`src/rtl/mlcla_mp_seq_if.sv`:
```
// Request/result bundle between the ALU control path and the multi-precision sequencer.
// The requester drives the operands and start; the sequencer returns the status and the result.
interface mlcla_mp_seq_if #(
   parameter int NBYTES = 4
);
   localparam int W = 8 * NBYTES;

   logic         start;
   logic         op_sub;
   logic [W-1:0] a;
   logic [W-1:0] b;
   logic         cin;
   logic         busy;
   logic         done;
   logic [W-1:0] result;
   logic         cout;
   logic         ovf;
   logic         zero;

   modport master (
      output start, op_sub, a, b, cin,
      input  busy, done, result, cout, ovf, zero
   );

   modport slave (
      input  start, op_sub, a, b, cin,
      output busy, done, result, cout, ovf, zero
   );
endinterface

```
`src/rtl/mlcla_mp_seq.sv`:
```
// Multi-precision add/subtract sequencer. It streams NBYTES-wide operands through one
// 8-bit two-level carry-lookahead adder, least-significant byte first.
module mlcla (
   input  logic [7:0] x,
   input  logic [7:0] y,
   input  logic       c0,
   output logic [7:0] z,
   output logic       c8
);
   logic [7:0] g;
   logic [7:0] p;
   logic [7:0] c_bit;
   logic [1:0] gg;
   logic [1:0] gp;
   logic [1:0] cg;

   // The group carry-ins come only from g/p/c0, so the nibble carries never feed each other.
   assign cg[0] = c0;
   assign cg[1] = gg[0] | (gp[0] & c0);
   assign c8    = gg[1] | (gp[1] & gg[0]) | (gp[1] & gp[0] & c0);

   generate
      for (genvar gi = 0; gi < 8; gi++) begin : g_bit
         assign g[gi] = x[gi] & y[gi];
         assign p[gi] = x[gi] ^ y[gi];
         assign z[gi] = p[gi] ^ c_bit[gi];
      end

      for (genvar gi = 0; gi < 2; gi++) begin : g_group
         localparam int L = 4 * gi;
         assign gp[gi] = &p[L +: 4];
         assign gg[gi] = g[L+3] | (p[L+3] & g[L+2]) | (p[L+3] & p[L+2] & g[L+1])
                       | (p[L+3] & p[L+2] & p[L+1] & g[L]);
         assign c_bit[L]   = cg[gi];
         assign c_bit[L+1] = g[L] | (p[L] & cg[gi]);
         assign c_bit[L+2] = g[L+1] | (p[L+1] & g[L]) | (p[L+1] & p[L] & cg[gi]);
         assign c_bit[L+3] = g[L+2] | (p[L+2] & g[L+1]) | (p[L+2] & p[L+1] & g[L])
                           | (p[L+2] & p[L+1] & p[L] & cg[gi]);
      end
   endgenerate
endmodule

module mlcla_mp_seq #(
   parameter int NBYTES = 4
) (
   input  logic         clk,
   input  logic         rst_n,
   mlcla_mp_seq_if.slave bus
);
   localparam int W  = 8 * NBYTES;
   localparam int KW = (NBYTES > 1) ? $clog2(NBYTES) : 1;

   typedef enum logic [1:0] {IDLE, RUN, DONE} state_t;

   state_t          state_reg;
   state_t          state_next;
   logic [KW-1:0]   k_reg;
   logic            carry_reg;
   logic            sub_reg;
   logic [W-1:0]    a_reg;
   logic [W-1:0]    b_reg;
   logic [W-1:0]    work_reg;
   logic [W-1:0]    result_reg;
   logic            cout_reg;
   logic            ovf_reg;
   logic            zero_reg;

   logic [7:0]      a_byte [NBYTES];
   logic [7:0]      b_byte [NBYTES];
   logic [W-1:0]    full_word;
   logic [7:0]      z;
   logic            c8;
   logic            last;
   logic            busy;
   logic            done;

   // full_word is the working value with the byte of this edge already merged in.
   generate
      for (genvar gi = 0; gi < NBYTES; gi++) begin : g_byte
         assign a_byte[gi] = a_reg[8*gi +: 8];
         assign b_byte[gi] = b_reg[8*gi +: 8];
         assign full_word[8*gi +: 8] = (k_reg == KW'(gi)) ? z : work_reg[8*gi +: 8];
      end
   endgenerate

   mlcla u_adder (
      .x  (a_byte[k_reg]),
      .y  (b_byte[k_reg]),
      .c0 (carry_reg),
      .z  (z),
      .c8 (c8)
   );

   assign last = (k_reg == KW'(NBYTES - 1));

   always_ff @(posedge clk or negedge rst_n) begin
      if (!rst_n) begin
         state_reg <= IDLE;
      end else begin
         state_reg <= state_next;
      end
   end

   always_comb begin
      state_next = state_reg;
      busy       = 1'b0;
      done       = 1'b0;
      case (state_reg)
         IDLE: begin
            if (bus.start) begin
               state_next = RUN;
            end
         end
         RUN: begin
            busy = 1'b1;
            if (last) begin
               state_next = DONE;
            end
         end
         DONE: begin
            done       = 1'b1;
            state_next = IDLE;
         end
         default: state_next = IDLE;
      endcase
   end

   // Subtraction is A + ~B + ~borrow; the borrow-out is the inverted final carry.
   always_ff @(posedge clk or negedge rst_n) begin
      if (!rst_n) begin
         k_reg      <= '0;
         carry_reg  <= 1'b0;
         sub_reg    <= 1'b0;
         a_reg      <= '0;
         b_reg      <= '0;
         work_reg   <= '0;
         result_reg <= '0;
         cout_reg   <= 1'b0;
         ovf_reg    <= 1'b0;
         zero_reg   <= 1'b0;
      end else begin
         case (state_reg)
            IDLE: begin
               if (bus.start) begin
                  a_reg     <= bus.a;
                  b_reg     <= bus.op_sub ? ~bus.b : bus.b;
                  carry_reg <= bus.op_sub ^ bus.cin;
                  sub_reg   <= bus.op_sub;
                  k_reg     <= '0;
               end
            end
            RUN: begin
               work_reg  <= full_word;
               carry_reg <= c8;
               k_reg     <= k_reg + 1'b1;
               if (last) begin
                  result_reg <= full_word;
                  cout_reg   <= sub_reg ^ c8;
                  ovf_reg    <= (a_reg[W-1] == b_reg[W-1]) && (z[7] != a_reg[W-1]);
                  zero_reg   <= (full_word == '0);
               end
            end
            default: ;
         endcase
      end
   end

   assign bus.busy   = busy;
   assign bus.done   = done;
   assign bus.result = result_reg;
   assign bus.cout   = cout_reg;
   assign bus.ovf    = ovf_reg;
   assign bus.zero   = zero_reg;
endmodule

```
`src/flat_wrapper.sv`:
```
// flat-port wrapper written by rule: the top's interface ports become plain ports
module mlcla_mp_seq_flat 
#(
   parameter int NBYTES = 4
)
  (clk, rst_n, bus_start, bus_op_sub, bus_a, bus_b, bus_cin, bus_busy, bus_done, bus_result, bus_cout, bus_ovf, bus_zero);
  mlcla_mp_seq_if #(.NBYTES(NBYTES)) bus_i ();
  input  logic clk;
  input  logic rst_n;
  input wire logic [$bits(bus_i.start)-1:0] bus_start;
  input wire logic [$bits(bus_i.op_sub)-1:0] bus_op_sub;
  input wire logic [$bits(bus_i.a)-1:0] bus_a;
  input wire logic [$bits(bus_i.b)-1:0] bus_b;
  input wire logic [$bits(bus_i.cin)-1:0] bus_cin;
  output wire logic [$bits(bus_i.busy)-1:0] bus_busy;
  output wire logic [$bits(bus_i.done)-1:0] bus_done;
  output wire logic [$bits(bus_i.result)-1:0] bus_result;
  output wire logic [$bits(bus_i.cout)-1:0] bus_cout;
  output wire logic [$bits(bus_i.ovf)-1:0] bus_ovf;
  output wire logic [$bits(bus_i.zero)-1:0] bus_zero;
  assign bus_i.start = bus_start;
  assign bus_i.op_sub = bus_op_sub;
  assign bus_i.a = bus_a;
  assign bus_i.b = bus_b;
  assign bus_i.cin = bus_cin;
  assign bus_busy = bus_i.busy;
  assign bus_done = bus_i.done;
  assign bus_result = bus_i.result;
  assign bus_cout = bus_i.cout;
  assign bus_ovf = bus_i.ovf;
  assign bus_zero = bus_i.zero;
  mlcla_mp_seq #(.NBYTES(NBYTES)) u_core (.clk(clk), .rst_n(rst_n), .bus(bus_i));
endmodule
```
`config.mk`:
```
export PLATFORM = sky130hd
export DESIGN_NAME = mlcla_mp_seq_flat
export DESIGN_NICKNAME = d
export VERILOG_FILES = /design/src/rtl/mlcla_mp_seq_if.sv /design/src/rtl/mlcla_mp_seq.sv /design/src/flat_wrapper.sv
export SDC_FILE = /design/constraint.sdc
export NUM_CORES = 1
export LEC_CHECK = 0
export CORE_MARGIN = 10
export CORE_UTILIZATION = 30
export CTS_BUF_LIST = sky130_fd_sc_hd__clkbuf_16
export CTS_CLUSTER_SIZE = 20
export DETAILED_ROUTE_END_ITERATION = 10
export GPL_ROUTABILITY_DRIVEN = 0
export MAX_ROUTING_LAYER = met4
export PLACE_DENSITY = 0.48
export SYNTH_ARGS = -nofsm -noshare
export SYNTH_HDL_FRONTEND = slang
export SYNTH_SLANG_ARGS = --single-unit
export TNS_END_PERCENT = 30
```
`constraint.sdc`:
```
create_clock -name clk -period 3.9 [get_ports clk]
set_clock_uncertainty 0.15 [all_clocks]
set_input_delay 0.78 -clock clk [delete_from_list [all_inputs] [get_ports clk]]
set_output_delay 0.78 -clock clk [all_outputs]
set_load 0.01 [all_outputs]
```
==> results.md <==
* WP data required at 4.07 ns
* Hold Slack at 0.1782 ns
* CTS tree: built
* Netlist area before placement at 6233 um^2
* Cell type with the highest aggregate area in the netlist: dfrtp_1
* Count of antenna diodes in the layout at 0
* Worst reg2reg endpoint: u_core.bus.zero
* Post-Syn Nets at 644
* Async S/R FF share, synth at 100.0%
* Maximum number of pins on one net before global-route repair at 100
* Height of the die at 164.1 um
* Count of buffers from port buffering at roughly 110
* H-tree levels at 4
* Global Route Usage Sum at approximately 13%
* Internal reg-to-reg setup slack at 0.18 ns
* Number of standard cells after synthesis at 561
* Start of the worst register-to-register path: u_core.k_reg[0]
* DRC violation total after the first TritonRoute iteration at 207
* Synth top area cells: dfrtp_1 52%, mux2_2 6.7%, mux4_2 5.8%
* Count of flip-flops with a built-in enable after synthesis at 0
* Final clock period utilization by the worst path at 95.27%
* Worst-Margin Slew at 0.8676 ns
* Longest individual stage delay on the worst path at 0.55 ns
* Wirelength per Cell at around 17 um
* Category of the worst setup path launch point: flip-flop
* Final sum of negative setup slack at 0 ns
* Placement Cell Area at ~7600 um^2
* Max Freq at 0.2692 GHz
* Number of buffers created by CTS at 17
* Net total in the final layout at 745
* Floorplan die area at 26940 um^2
* Width of the die at 164.1 um
* Endpoint kind of the worst setup timing path: flip-flop
* Path category of the worst min-delay check: in -> async
* Minimum clock period after layout at 3.715 ns
* Vias in the first global route at 4765
* CP Cell Sequence: buf_12 -> mux4_2 -> ha_1 -> a211o_1 -> a21oi_4 -> o21bai_1 -> fa_1 -> nor2_1 -> nand4_1 -> nor4_1 -> o2111ai_1 -> o31ai_1
* DP HPWL at approximately 12000 um
* Synthesized area per cell at between 10 and 15 um^2
* Total number of yosys warnings at 0
* Clock sink count at between 100 and 150
* Row count at 52
* Final design instance area without fill at 8275 um^2
* Hold violation total from the final report at 0
* Leftover overflow at the end of global routing at 0
* Cell family contributing the most delay on the critical path: compound AO/OA/AOI/OAI gates
* Total wirelength of the detailed-routed design at 16300 um
* Fraction of final layout cells sized beyond drive strength 1 at between 15 and 20%
* Initial antenna violation count at 0
* Quantity of hold-fixing buffers added after cts at 0
* Final antenna-violating net count at 0
* Buffer count from post-CTS setup fixing at 0
* R2r worst-path depth at 12
* DRC at 0
* Total of cells resized after clock tree synthesis at 0
* Placeable core area at roughly 20000 um^2
* Number of detailed-route iterations in the first pass at 4
* Critical-path maximum fanout at 11
* Clk_lat worst skew at 0.42 ns
* First-pass GRT wire length at 26010 um
* Most frequently used flop master after synthesis: dfrtp_1
* Bufs and invs on worst path at 1
* Setup Crit Path Kind: reg -> reg
* CTS Root Cell: clkbuf_16
* Number of max-slew violations in the final report at 0
* Initial standard-cell utilization of the core at between 30% and 40%
* Detail-routed via count per cell at 4.681
* Critical Path Stages at 12
* # Max-Cap Violations at 0
* Area share of the leading cell type in the synthesized netlist at a little over half
* Synth unique cells at 48
* Status: finished clean
* Synth Register Bits at 130
* Standard cell with the maximum stage delay on the critical path: mux4_2
* Critical path arrival at 3.89 ns
* Clock Tree Buf Depth at 2
* Layout area overhead at 32.76%
* Clock transition at the registers of the reported paths at about 0.06 ns
* Number of top-level pins at 106
* Number of setup violations in the final report at 0
* Number of vias after detailed routing at ~4400
* Max transition margin at approximately 42%
* Seq/Total Area, Yosys at a little over half
## layout make-up
class | instances | area [um^2]
clock inverter | 15 | 216.5
multi-input combinational | 385 | 2821
timing repair buffer | 118 | 1182
sequential | 130 | 3254
fill | 1959 | 12090
inverter | 10 | 37.54
clock buffer | 17 | 425.4
tap | 270 | 337.8
## worst max path at each step
stage,start,endpoint,slack [ns]
finish,u_core.k_reg[0],u_core.bus.zero,0.18
global route,u_core.k_reg[0],u_core.bus.zero,-0.0006
CTS,u_core.k_reg[0],u_core.bus.zero,0.10
detailed placement,u_core.k_reg[0],u_core.bus.zero,0.12
global placement,u_core.k_reg[0],u_core.bus.zero,0.21
floorplan,u_core.k_reg[0],u_core.bus.zero,0.02
## Yosys cell counts, drive strengths merged, types with 4 or more instances
master  count
mux4       16
inv        10
nand2b      5
nand2      54
buf        10
ha         12
o21a        4
nor2       56
o21ai      46
clkbuf     26
mux2i      10
nor4        5
mux2       37
dfrtp     130
a21oi      54
a211oi      7
xnor2      37
a21o        4
## metal layers
metal | share of wire [%] | wire length (um) | vias to the layer above | track usage (%)
li1 | - | - | 2172 | -
met1 | 44 | 7249 | 2131 | 15.55
met5 | 0 | 0 | - | -
met4 | 1.3 | 214 | 0 | 3.737
met3 | 4.8 | 787 | 21 | 3.404
met2 | 49 | 8045 | 100 | 20.68
## cells in the final DEF, fill, tap and decap left out, types with 2 or more instances in the layout
cell type / count
mux2_2: 37
o21ai_0: 45
clkbuf_16: 17
buf_4: 10
o21bai_1: 3
mux2i_1: 10
mux4_2: 16
inv_1: 11
fa_1: 2
a211o_1: 2
ha_1: 12
xor2_1: 2
xnor2_1: 36
dfrtp_1: 129
o211ai_1: 3
a21o_1: 3
nand2b_1: 5
nor2_1: 56
nand2_1: 54
nor2b_1: 3
o21a_1: 4
bufinv_16: 5
a21oi_1: 53
clkdlybuf4s50_1: 103
nor4_1: 5
clkinv_2: 4
a211oi_1: 5
nor3_1: 2
clkinv_4: 4
buf_12: 3
a31oi_1: 3
## cells by family (layout without fill, tap and decap cells)
| logic type | Yosys count | after routing | share of synthesized area (%) |
|---|---|---|---|
| adders and majority gates | 14 | 14 | 3.051 |
| AOI/OAI and AO/OA | 138 | 138 | 13.57 |
| muxes | 63 | 63 | 14.07 |
| DFF | 130 | 130 | 52.19 |
| xor gates and xnor gates | 39 | 39 | 5.480 |
| buffers and inverters | 46 | 160 | 2.931 |
| and+or+nand+nor | 131 | 131 | 8.711 |
## through the flow
stage	setup WS [ns]	util, %	std cells
after CTS	0.1046	40.59	945
after detailed placement	0.1244	37.44	913
after global routing	-0.0005738	40.64	945
after floorplan	0.02198	-	561
after global placement	0.2078	37.44	913
final	0.1846	40.64	945
Power is not shown: default switching activity piles up to over one toggle a cycle in this logic, so the estimate is an artifact.
